===== src/rtl/exu_wbu_reg_pkg.sv =====
// Shared widths and the bundled EXU->WBU payload type for the exu_wbu_reg slice.
package exu_wbu_reg_pkg;

   localparam int XLEN          = 64;
   localparam int REG_IDX_WIDTH = 5;

   typedef struct packed {
      logic [XLEN-1:0]          pc;
      logic [XLEN-1:0]          dst_data;
      logic [REG_IDX_WIDTH-1:0] rd;
      logic                     rd_wen;
   } wbu_payload_t;

   // 64 + 64 + 5 + 1 = 134 bits.
   localparam int WBU_PAYLOAD_WIDTH = $bits(wbu_payload_t);

   // Writes to x0 are architecturally discarded, so never carry them forward.
   function automatic logic effective_rd_wen(input logic wen, input logic [REG_IDX_WIDTH-1:0] rd);
      return wen && (rd != '0);
   endfunction

endpackage


===== src/rtl/exu_wbu_fifo2.sv =====
// Generic in-order storage for the EXU->WBU boundary: a 2-entry skid buffer when
// EXU_WBU_SKID_EN is defined, otherwise a single-entry register. All outputs are flops.
module exu_wbu_fifo2 #(
   parameter int WIDTH = 1
) (
   input  logic             clk,
   input  logic             rst,
   input  logic             push,
   input  logic             pop,
   input  logic             flush,
   input  logic [WIDTH-1:0] din,
   output logic [WIDTH-1:0] head,
   output logic             not_empty,
   output logic             not_full
);

`ifdef EXU_WBU_SKID_EN

   logic [1:0]       count_q;
   logic [1:0]       count_nxt;
   logic             not_empty_q;
   logic             not_full_q;
   logic [WIDTH-1:0] entry0_q;
   logic [WIDTH-1:0] entry1_q;

   always_comb begin
      // NOTE: assign a default before any branch so the block never infers a latch.
      count_nxt = count_q;
      if (flush) begin
         count_nxt = 2'd0;
      end else if (push && !pop) begin
         count_nxt = count_q + 2'd1;
      end else if (pop && !push) begin
         count_nxt = count_q - 2'd1;
      end
   end

   // entry1_q is kept at zero whenever it is unoccupied, so shifting it into the
   // head on the last pop also clears the head payload.
   always_ff @(posedge clk or posedge rst) begin
      if (rst) begin
         // NOTE: storage is reset too, so the head reads all-zero (including rd_wen) when empty.
         count_q     <= 2'd0;
         not_empty_q <= 1'b0;
         not_full_q  <= 1'b1;
         entry0_q    <= '0;
         entry1_q    <= '0;
      end else begin
         // NOTE: non-blocking assignments so every flop samples pre-edge values.
         count_q     <= count_nxt;
         not_empty_q <= (count_nxt != 2'd0);
         not_full_q  <= (count_nxt != 2'd2);
         if (flush) begin
            entry0_q <= '0;
            entry1_q <= '0;
         end else begin
            case ({push, pop})
               2'b10: begin
                  if (count_q == 2'd0) entry0_q <= din;
                  else                 entry1_q <= din;
               end
               2'b01: begin
                  entry0_q <= entry1_q;
                  entry1_q <= '0;
               end
               2'b11: begin
                  if (count_q == 2'd1) begin
                     entry0_q <= din;
                  end else begin
                     entry0_q <= entry1_q;
                     entry1_q <= din;
                  end
               end
               default: ;
            endcase
         end
      end
   end

   assign head      = entry0_q;
   assign not_empty = not_empty_q;
   assign not_full  = not_full_q;

`else

   logic             valid_q;
   logic [WIDTH-1:0] entry0_q;

   // A push while full is only ever issued alongside a pop, so push simply overwrites.
   always_ff @(posedge clk or posedge rst) begin
      if (rst) begin
         valid_q  <= 1'b0;
         entry0_q <= '0;
      end else if (flush) begin
         valid_q  <= 1'b0;
         entry0_q <= '0;
      end else if (push) begin
         valid_q  <= 1'b1;
         entry0_q <= din;
      end else if (pop) begin
         valid_q  <= 1'b0;
         entry0_q <= '0;
      end
   end

   assign head      = entry0_q;
   assign not_empty = valid_q;
   assign not_full  = !valid_q;

`endif

endmodule


===== src/rtl/exu_wbu_reg.sv =====
// EXU->WBU pipeline boundary: result select, x0 write suppression, in-order storage
// and a muldiv retirement counter. Define EXU_WBU_SKID_EN for the 2-entry skid build.
module exu_wbu_reg
   import exu_wbu_reg_pkg::*;
(
   input  logic                     clk,
   input  logic                     rst,
   input  logic                     exu_valid,
   output logic                     exu_ready,
   input  logic [XLEN-1:0]          exu_pc,
   input  logic [XLEN-1:0]          exu_alu_dst_data,
   input  logic                     muldiv_en,
   input  logic [XLEN-1:0]          muldiv_wbu_dst_data,
   input  logic [REG_IDX_WIDTH-1:0] exu_rd,
   input  logic                     exu_rd_wen,
   input  logic                     flush,
   output logic                     wbu_valid,
   input  logic                     wbu_ready,
   output logic [XLEN-1:0]          wbu_pc,
   output logic [XLEN-1:0]          wbu_dst_data,
   output logic [REG_IDX_WIDTH-1:0] wbu_rd,
   output logic                     wbu_rd_wen,
   output logic [XLEN-1:0]          muldiv_cnt
);

   wbu_payload_t in_payload;
   wbu_payload_t head_payload;
   logic         fifo_not_empty;
   logic         fifo_not_full;
   logic         push;
   logic         pop;
   logic [XLEN-1:0] muldiv_cnt_q;

   assign in_payload.pc       = exu_pc;
   assign in_payload.dst_data = muldiv_en ? muldiv_wbu_dst_data : exu_alu_dst_data;
   assign in_payload.rd       = exu_rd;
   assign in_payload.rd_wen   = effective_rd_wen(exu_rd_wen, exu_rd);

   // Flush wins over both handshakes: nothing enters or leaves in a flush cycle.
   assign push = exu_valid && exu_ready && !flush;
   assign pop  = wbu_valid && wbu_ready && !flush;

`ifdef EXU_WBU_SKID_EN
   assign exu_ready = fifo_not_full;
`else
   assign exu_ready = fifo_not_full || wbu_ready;
`endif

   exu_wbu_fifo2 #(
      .WIDTH (WBU_PAYLOAD_WIDTH)
   ) u_fifo (
      .clk       (clk),
      .rst       (rst),
      .push      (push),
      .pop       (pop),
      .flush     (flush),
      .din       (in_payload),
      .head      (head_payload),
      .not_empty (fifo_not_empty),
      .not_full  (fifo_not_full)
   );

   assign wbu_valid    = fifo_not_empty;
   assign wbu_pc       = head_payload.pc;
   assign wbu_dst_data = head_payload.dst_data;
   assign wbu_rd       = head_payload.rd;
   assign wbu_rd_wen   = head_payload.rd_wen;

   // Counts accepted muldiv beats; flush does not rewind it, and it wraps naturally.
   always_ff @(posedge clk or posedge rst) begin
      if (rst) begin
         muldiv_cnt_q <= '0;
      end else if (push && muldiv_en) begin
         muldiv_cnt_q <= muldiv_cnt_q + 64'd1;
      end
   end

   assign muldiv_cnt = muldiv_cnt_q;

endmodule


===== config.mk =====
export PLATFORM = sky130hd
export DESIGN_NAME = exu_wbu_reg
export DESIGN_NICKNAME = d
export VERILOG_FILES = /design/src/rtl/exu_wbu_reg_pkg.sv /design/src/rtl/exu_wbu_fifo2.sv /design/src/rtl/exu_wbu_reg.sv
export SDC_FILE = /design/constraint.sdc
export NUM_CORES = 1
export LEC_CHECK = 0
export CAP_MARGIN = 20
export CORE_AREA = 4 4 154 156
export CTS_CLUSTER_DIAMETER = 80
export DETAILED_ROUTE_END_ITERATION = 8
export DIE_AREA = 0 0 158 160
export PLACE_DENSITY = 0.77
export SETUP_SLACK_MARGIN = 0.4
export SLEW_MARGIN = 10
export SYNTH_ARGS = -nofsm -noshare
export SYNTH_HDL_FRONTEND = slang
export SYNTH_HIERARCHICAL = 1
export SYNTH_SLANG_ARGS = --single-unit

===== constraint.sdc =====
create_clock -name clk -period 7.1 [get_ports clk]
set_input_delay 0.71 -clock clk [delete_from_list [all_inputs] [get_ports clk]]
set_output_delay 0.71 -clock clk [all_outputs]
set_load 0.03 [all_outputs]

==> flow_summary.toml, run 1 <==
[outcome]
outcome = "finished, final reports clean"

[place]
dp.cells = 1318
dp_hpwl_mm = 21.36
gp_congestion = 0.8244
numPortBuffers = 403

[yosys]
synth_top_cell_area_share_pct = 56.35
synth_compound_area_share_pct = 15.35
synth_area_per_cell_um2 = 13.00
ys_ff_latch = 199
synthArstFlopShare_pct = 100.0
synth_warnings = 6
synth-edff-count = 0
synthCells = 680
synth.area.mux_share_pct = 8.283
netlist-cell-type-count = 39
synth.area.top_cells = "dfrtp_1, a32o_1, mux2_2"
synth-xor-area-share_pct = 6.244
synthAdderAreaFrac_pct = 0.1416
synthSimpleGateAreaFrac_pct = 9.897
syn_area_um2 = 8837
syn-num-nets = 885
netlist_top_cells_count = "dfrtp_1, a32o_1, mux2_2, xnor2_1, nand4_1"
post-synth-top-count-cell = "dfrtp_1"
synth_top_cell_by_area = "dfrtp_1"
synthFlopType = "dfrtp_1"
yosysSeqAreaShare_pct = 56.35
synth_top_family_by_area = "compound AO/OA/AOI/OAI gates"

[floorplan]
num_rows = 55
dieArea_um2 = 25280
io-pin-count = 404
dieHeight_um = 160
fp.coreArea_um2 = 22370
start_util_pct = 39.51
die_x_um = 158

[timing]
rsz0062_at_grt = "no"
drv_slew = 0
hold_ws_ns = 0.4966
slew_headroom_pct = 31.21
hold_violations = 0
worstMarginPinSlew_ns = 1.024
setup_tns_ns = 0
period_needed_ns = 3.255
report.final.setup_viol = 0
max_freq_ghz = 0.3072
finalClockSkew_ns = 0.01361
final.period_utilization_pct = 45.85

[worst_setup_path]
crit_start = "flush"
ff2ff_path_depth = 6
cp-end-kind = "register"
required_ns = 7.45
critPathLaunchType = "primary input"
worstPathMaxFanout = 94
timing_worst_setup_path_type = "primary input to register"
worstPathArrival_ns = 3.61
r2r-start = "u_fifo/not_empty"

[grt]
grt_max_degree = 95
grt_usage_pct = 22.61
antenna_found_initial = 0
grt_pass1_wl_mm = 44.46
overflow = 0
grt_pass1_vias = 7644

[detailed_routing]
dr_total_vias = 7514
drt_first_iter_violations = 510
vias_per_cell = 5.570
wire_per_inst_um = 21.87
wl_mm = 29.50
drt_pre_antenna_iters = 7
ant_nets = 0
drc = 0

[finish]
diodes = 0
area_growth_pct = 53.89
drive_gt1_share_pct = 11.18
fin_cells = 1349
fillers = 1829
nets = 1258

[hold_path]
hp-class = "register to register"
holdPathStages = 1
worstHoldStart = "muldiv_cnt[38]"

[clocking]
cts_buffers = 17
clock_latency_ns = 0.43
cts_hold_buf = 0
htree_num_levels = 4
cts_buffer_depth = 2
post_cts_buffers = 0
clk_pin_slew_ns = 0.07
clock_sinks = 199
cts_root_buf = "clkbuf_16"
post_cts_resized = 0
cts_tree = "yes"

[run]
maxCapViolCount = 0

[power_and_ir_drop]
powerDensity_nw_per_um2 = 197.4
vdd_drop_max_mv = 0.1756
total_leakage_power_nw = 5.494
total_power_mw = 2.685
cells in the final DEF, fill, tap and decap left out, types with 2 or more instances in the layout:
cell type	n
xnor2_1	58
and3b_1	2
nor2_1	11
nor2_4	2
and4_1	6
and3_2	2
nor2b_1	2
nand4_1	35
clkinv_4	5
buf_4	7
or4_1	4
o21a_1	2
nand2_1	26
clkbuf_16	17
nor4_1	4
a32o_1	134
inv_1	3
and2_1	6
buf_12	2
and3_1	8
nand3_1	22
inv_2	3
inv_6	4
nor3_1	9
clkdlybuf4s50_1	402
xor2_1	5
mux2_2	65
inv_8	3
dfrtp_1	199
worst paths after layout:
check,endpoint,slack [ns]
setup reg to reg,u_fifo/head[102],4.50
min in group asynchronous,u_fifo/head[43],0.82
hold reg to reg,muldiv_cnt[38],0.50
setup / recovery,u_fifo/head[102],3.84
hold / removal,muldiv_cnt[38],0.50
max in group asynchronous,u_fifo/head[49],5.01
power breakdown:
group          total (mW)  internal [mW]  switching, mW  leakage [nW]
registers            1.22           1.18         0.0404          2.72
clock network       0.945          0.494          0.450         0.277
logic               0.516          0.255          0.262          2.50
total                2.68           1.93          0.752          5.49
per-stage QoR:
| step | instance area (um^2) | worst slack, ns | utilization (%) |
|---|---|---|---|
| 3_3_place_gp | 13020 | 3.529 | 58.20 |
| 5_1_grt | 13600 | 3.707 | 60.81 |
| 6_report | 13600 | 3.845 | 60.81 |
| 4_1_cts | 13580 | 3.879 | 60.72 |
| 2_1_floorplan | 8837 | 2.779 | - |
| 3_5_place_dp | 13020 | 3.488 | 58.20 |
layout make-up:
type / instances / area (um^2) / area share (%)
sequential: 199 / 4980 / 36.62
timing repair buffer: 412 / 4121 / 30.31
multi-input combinational: 416 / 3547 / 26.08
clock buffer: 18 / 429.2 / 3.156
tap: 285 / 356.6 / 2.622
clock inverter: 12 / 133.9 / 0.9844
inverter: 7 / 31.28 / 0.2300
logic make-up after synthesis:
logic type / after synthesis
compound gates: 136
simple gates: 151
flops: 199
xor+xnor: 63
mux: 65
fa+ha+maj: 1
buf+inv: 65
critical path: stages:
cell and delay, ns:
clkdlybuf4s50_1 0.59, and2b_1 0.35, and2_1 0.36, nor2b_4 0.87
buf_12 0.42, a32o_1 0.21
sequential cells by signal, summed over array words and instances (netlist names):
| name | count |
|---|---|
| u_fifo/not_empty | 1 |
| muldiv_cnt | 64 |
| u_fifo/head | 134 |
routing by layer:
layer / wire length, um / GRT usage, %
met1: 11230 / 27.30
met2: 15330 / 38.70
met3: 2314 / 7.127
met4: 629 / 6.592
met5: 0 / 0
(Power assumes the default switching activity.)
==> run 2, diff against run 1 <==
--- a/config.mk
+++ b/config.mk
@@ -6,10 +6,10 @@
 export NUM_CORES = 1
 export LEC_CHECK = 0
 export CAP_MARGIN = 20
-export CORE_AREA = 4 4 154 156
+export CORE_MARGIN = 4
+export CORE_UTILIZATION = 38
 export CTS_CLUSTER_DIAMETER = 80
 export DETAILED_ROUTE_END_ITERATION = 8
-export DIE_AREA = 0 0 158 160
 export PLACE_DENSITY = 0.77
 export SETUP_SLACK_MARGIN = 0.4
 export SLEW_MARGIN = 10
==> constraint.sdc (replaced) <==
create_clock -name clk -period 2.8 [get_ports clk]
set_input_delay 0.28 -clock clk [delete_from_list [all_inputs] [get_ports clk]]
set_output_delay 0.28 -clock clk [all_outputs]
set_load 0.03 [all_outputs]
==> run 2 against run 1 <==
  * Cell count increased by 3.0%
  * Design area increased by 1.8%
  * Count of clock-buffer cells in the layout unchanged
  * Non-clock buffer count increased by 10
  * Largest power group unchanged
  * Highest routed layer is now met5
==> flow_summary.toml, run 2 (same netlist as run 1, synthesis figures left out) <==
[outcome]
outcome = "finished, final reports clean"

[place]
dp_slack_ns = 0.4877
gp_congestion = 0.8815
dp_hpwl_mm = 21.89
numPortBuffers = 403
dp.cells = 1357
dpl_cell_area_um2 = 13220

[clocking]
cts_buffer_depth = 2
post_cts_buffers = 0
cts_root_buf = "clkbuf_16"
clk_pin_slew_ns = 0.07
cts_buffers = 17
clock_sinks = 199
cts_tree = "yes"
htree_num_levels = 4
clock_latency_ns = 0.43

[grt]
grt_max_degree = 74
overflow = 0
grt_pass1_vias = 7705
antenna_found_initial = 4
grt_usage_pct = 22.17
grt_pass1_wl_mm = 45.17

[timing]
report.final.setup_viol = 0
finalClockSkew_ns = 0.01430
period_needed_ns = 2.110
final.period_utilization_pct = 75.37
hold_ws_ns = 0.2972
max_freq_ghz = 0.4739
worstMarginPinSlew_ns = 0.7515
hold_violations = 0
slew_headroom_pct = 49.83
setup_tns_ns = 0
fin_ws_ns = 0.6897
rsz0062_at_grt = "no"
drv_slew = 0

[run]
maxCapViolCount = 0

[finish]
fin_util_pct = 60.75
most-common-layout-cells = "clkdlybuf4s50_1, dfrtp_1, a32o_1"
nets = 1268
largest_register_ffs = 134
area_growth_pct = 56.59
drive_gt1_share_pct = 12.45
fin_cells = 1390
layout_commonest_cell = "clkdlybuf4s50_1"
fin_area_um2 = 13840

[power_and_ir_drop]
clkPwrFrac_pct = 36.3
internal_power_mw = 4.974
powerDensity_nw_per_um2 = 502.4
switching_power_mw = 1.978
p_comb_share_pct = 19.1
total_leakage_power_nw = 5.590
total_power_mw = 6.952
power_frac_seq_pct = 44.7
vdd_drop_max_mv = 0.3839
sw_frac_of_total_pct = 28.46

[detailed_routing]
drt_first_iter_violations = 456
drc = 0
dr_total_vias = 7519
ant_nets = 0
drt_pre_antenna_iters = 5
wire_per_inst_um = 21.36
wl_mm = 29.70
vias_per_cell = 5.409

[worst_setup_path]
critPathCapture = "muldiv_cnt[61]"
r2r-start = "muldiv_cnt[15]"
crit_slowest_cell = "or4_1"
worstPathCellList = "nand4_2 -> nor4_2 -> nand3b_1 -> or4_1 -> xnor2_1"
max_stage_delay_ns = 0.59
rrSetupSlack_ns = 0.69
ff2ff_path_depth = 5
critPathLaunchType = "register"
crit_start = "muldiv_cnt[15]"
cp-end-kind = "register"
r2r_end = "muldiv_cnt[61]"
required_ns = 3.11
worstPathMaxFanout = 6
timing_worst_setup_path_type = "register to register"
worstPathArrival_ns = 2.42

[floorplan]
num_rows = 55
dieHeight_um = 160.5
io-pin-count = 404
fp.coreArea_um2 = 22780
start_util_pct = 38.80
dieArea_um2 = 25760
die_x_um = 160.5

[hold_path]
hp-class = "primary input to asynchronous set/reset pin"
==> run 2: routing by layer <==
metal,GRT usage [%],vias up,share of wire [%]
li1,-,3405,-
met1,27.22,3735,39
met2,36.86,324,49
met3,7.288,49,8.2
met4,7.626,6,3.2
met5,0,-,0.17
==> run 2: timing repair <==
action,in CTS,in global routing
hold buffers,0,0
resized for setup,0,2
endpoints found under the setup margin,0,13
==> run 2: power groups by stage <==
stage | registers [mW] | logic [mW] | clock network, mW
3_5_place_dp | 3.16 | 1.33 | 0
3_3_place_gp | 3.15 | 1.32 | 0
5_1_grt | 3.12 | 1.40 | 2.70
6_report | 3.10 | 1.33 | 2.52
2_1_floorplan | 3.40 | 0.368 | 0
4_1_cts | 3.10 | 1.34 | 2.59
==> run 2: how the worst min path moves through the flow <==
stage	startpoint	to	slack, ns	cells after the start
after global routing	rst	u_fifo/head[51]	0.33	2
after detailed placement	muldiv_cnt[63]	muldiv_cnt[63]	0.48	1
after global placement	muldiv_cnt[38]	muldiv_cnt[38]	0.48	1
after floorplan	exu_pc[30]	u_fifo/head[100]	0.41	1
after CTS	rst	u_fifo/head[51]	0.29	2
final	rst	u_fifo/head[51]	0.30	2
==> run 2: critical path, delay by kind of cell (launching register included) <==
kind | cells | cell delay [ns]
and+or+nand+nor | 4 | 1.40
xor gates and xnor gates | 1 | 0.14
DFF | 1 | 0.46
==> run 2: area by class of cell <==
type | count | area (um^2)
Fill cell | 1849 | 8940
Sequential cell | 199 | 4980
Timing Repair Buffer | 422 | 4272
Multi-Input combinational cell | 416 | 3555
Clock buffer | 18 | 439.2
Tap cell | 313 | 391.6
Clock inverter | 14 | 168.9
Inverter | 7 | 30.03
Antenna cell | 1 | 2.502
==> run 3, diff against run 2 <==
==> constraint.sdc (replaced) <==
create_clock -name clk -period 1.84 [get_ports clk]
set_input_delay 0.184 -clock clk [delete_from_list [all_inputs] [get_ports clk]]
set_output_delay 0.184 -clock clk [all_outputs]
set_load 0.03 [all_outputs]
==> run 3 against run 2 <==
  * The flow now finishes with violations (negative setup slack)
  * Sequential power is 52% higher
  * Setup slack lost 0.81 ns
  * Register-to-register slack got worse by 0.81 ns
  * Combinational power is 95% higher
  * Core utilization is 11 points higher
==> flow_summary.toml, run 3 (same netlist as run 1, synthesis figures left out) <==
[finish]
fin_area_um2 = 16280
fillers = 1522
largest_register_ffs = 134
most-common-layout-cells = "clkdlybuf4s50_1, dfrtp_1, a32o_1"
fin_util_pct = 71.49
nets = 1436
drive_gt1_share_pct = 40.19
area_growth_pct = 84.26
fin_cells = 1558
layout_commonest_cell = "clkdlybuf4s50_1"

[timing]
period_needed_ns = 1.957
final.period_utilization_pct = 106.4
rsz0062_at_grt = "yes"
hold_violations = 0
max_freq_ghz = 0.5109
finalClockSkew_ns = 0.01394
drv_slew = 0
slew_headroom_pct = 73.03
worstMarginPinSlew_ns = 0.4031
setup_tns_ns = -1.841
report.final.setup_viol = 47
fin_ws_ns = -0.1173
hold_ws_ns = 0.2377

[floorplan]
io-pin-count = 404
die_x_um = 160.5
dieHeight_um = 160.5
start_util_pct = 38.80
num_rows = 55
fp.coreArea_um2 = 22780
dieArea_um2 = 25760

[worst_setup_path]
worstPathArrival_ns = 2.28
ff2ff_path_depth = 7
cp-end-kind = "register"
r2r-start = "muldiv_cnt[22]"
max_stage_delay_ns = 0.37
r2r_end = "muldiv_cnt[47]"
timing_worst_setup_path_type = "register to register"
required_ns = 2.16
worstPathMaxFanout = 4
critPathLaunchType = "register"
crit_start = "muldiv_cnt[22]"
worstPathCellList = "buf_6 -> nand2_4 -> nor4_4 -> nand3b_1 -> buf_4 -> or3_4 -> xnor2_2"
rrSetupSlack_ns = -0.12
crit_slowest_cell = "dfrtp_2"

[power_and_ir_drop]
power_frac_seq_pct = 41.5
clkPwrFrac_pct = 35.6
internal_power_mw = 8.017
vdd_drop_max_mv = 0.5568
sw_frac_of_total_pct = 29.16
total_leakage_power_nw = 7.575
p_comb_share_pct = 22.9
total_power_mw = 11.32
powerDensity_nw_per_um2 = 695.1
switching_power_mw = 3.301

[grt]
grt_pass1_wl_mm = 54.12
grt_usage_pct = 26.80
overflow = 0
antenna_found_initial = 1
grt_max_degree = 61
grt_pass1_vias = 9196

[clocking]
cts_buffer_depth = 2
htree_num_levels = 4
cts_buffers = 17
clock_sinks = 199
cts_hold_buf = 0
clk_pin_slew_ns = 0.08
cts_root_buf = "clkbuf_16"
clock_latency_ns = 0.44
cts_tree = "yes"

[place]
gp_congestion = 0.8830
dp_slack_ns = -0.3271
dp.cells = 1444
numPortBuffers = 403
dp_hpwl_mm = 23.61
dpl_cell_area_um2 = 14100

[detailed_routing]
drt_pre_antenna_iters = 5
wire_per_inst_um = 23.60
wl_mm = 36.77
ant_nets = 0
dr_total_vias = 8683
drc = 0
vias_per_cell = 5.573
drt_first_iter_violations = 566

[outcome]
outcome = "finished, violations left"
violations = "negative setup slack"

[run]
maxCapViolCount = 0

[hold_path]
hp-class = "primary input to asynchronous set/reset pin"
==> run 3: changes by cell type in the layout (fill, tap and decap cells not counted), moves of 42 or more <==
cell,previous run,this run
buf_4,11,83
clkdlybuf4s15_1,0,57
buf_6,0,47
clkdlybuf4s50_1,402,202
buf_2,1,43
dlygate4sd2_1,0,51
==> run 3: worst max-delay path by stage <==
stage / end / slack, ns / depth (start not counted)
6_report: muldiv_cnt[47] / -0.12 / 7
3_3_place_gp: muldiv_cnt[61] / -0.32 / 6
4_1_cts: muldiv_cnt[40] / -0.10 / 7
3_5_place_dp: muldiv_cnt[53] / -0.33 / 6
2_1_floorplan: muldiv_cnt[60] / -0.27 / 6
5_1_grt: muldiv_cnt[47] / -0.22 / 7
==> run 3: metal layers <==
metal / share of wire [%] / vias up / track usage (%)
met5: 0.035 / - / 0
met4: 4.1 / 2 / 10.40
met3: 8.0 / 87 / 7.724
met2: 52 / 414 / 46.64
met1: 36 / 4408 / 31.30
li1: - / 3772 / -
==> run 3: critical path, delay by kind of cell (launching register included) <==
| kind | cells | cell delay [ns] |
|---|---|---|
| AND/OR/NAND/NOR | 4 | 1.01 |
| buffers and inverters | 2 | 0.33 |
| flip-flops | 1 | 0.37 |
| XOR/XNOR | 1 | 0.14 |
==> run 3: area by class of cell <==
class | count | area (um^2) | share of cell area [%]
timing repair buffer | 590 | 6133 | 37.67
sequential | 199 | 5024 | 30.85
multi-input combinational | 416 | 4069 | 24.99
clock buffer | 17 | 425.4 | 2.613
tap | 313 | 391.6 | 2.405
clock inverter | 15 | 203.9 | 1.253
inverter | 7 | 33.78 | 0.2075
antenna | 1 | 2.502 | 0.01537
==> run 3: what timing repair did <==
item,CTS,global route
setup buffers,43,13
pin swaps,132,92
setup endpoints to repair,392,297
cloned,23,2
resized for setup,529,204
==> run 3: power by group through the flow <==
stage / logic (mW) / registers (mW) / clock network (mW)
after CTS: 2.48 / 4.69 / 4.07
after floorplan: 0.590 / 5.19 / 0
after global routing: 2.72 / 4.72 / 4.26
final: 2.59 / 4.70 / 4.03
after global placement: 2.24 / 4.76 / 0
after detailed placement: 2.26 / 4.77 / 0
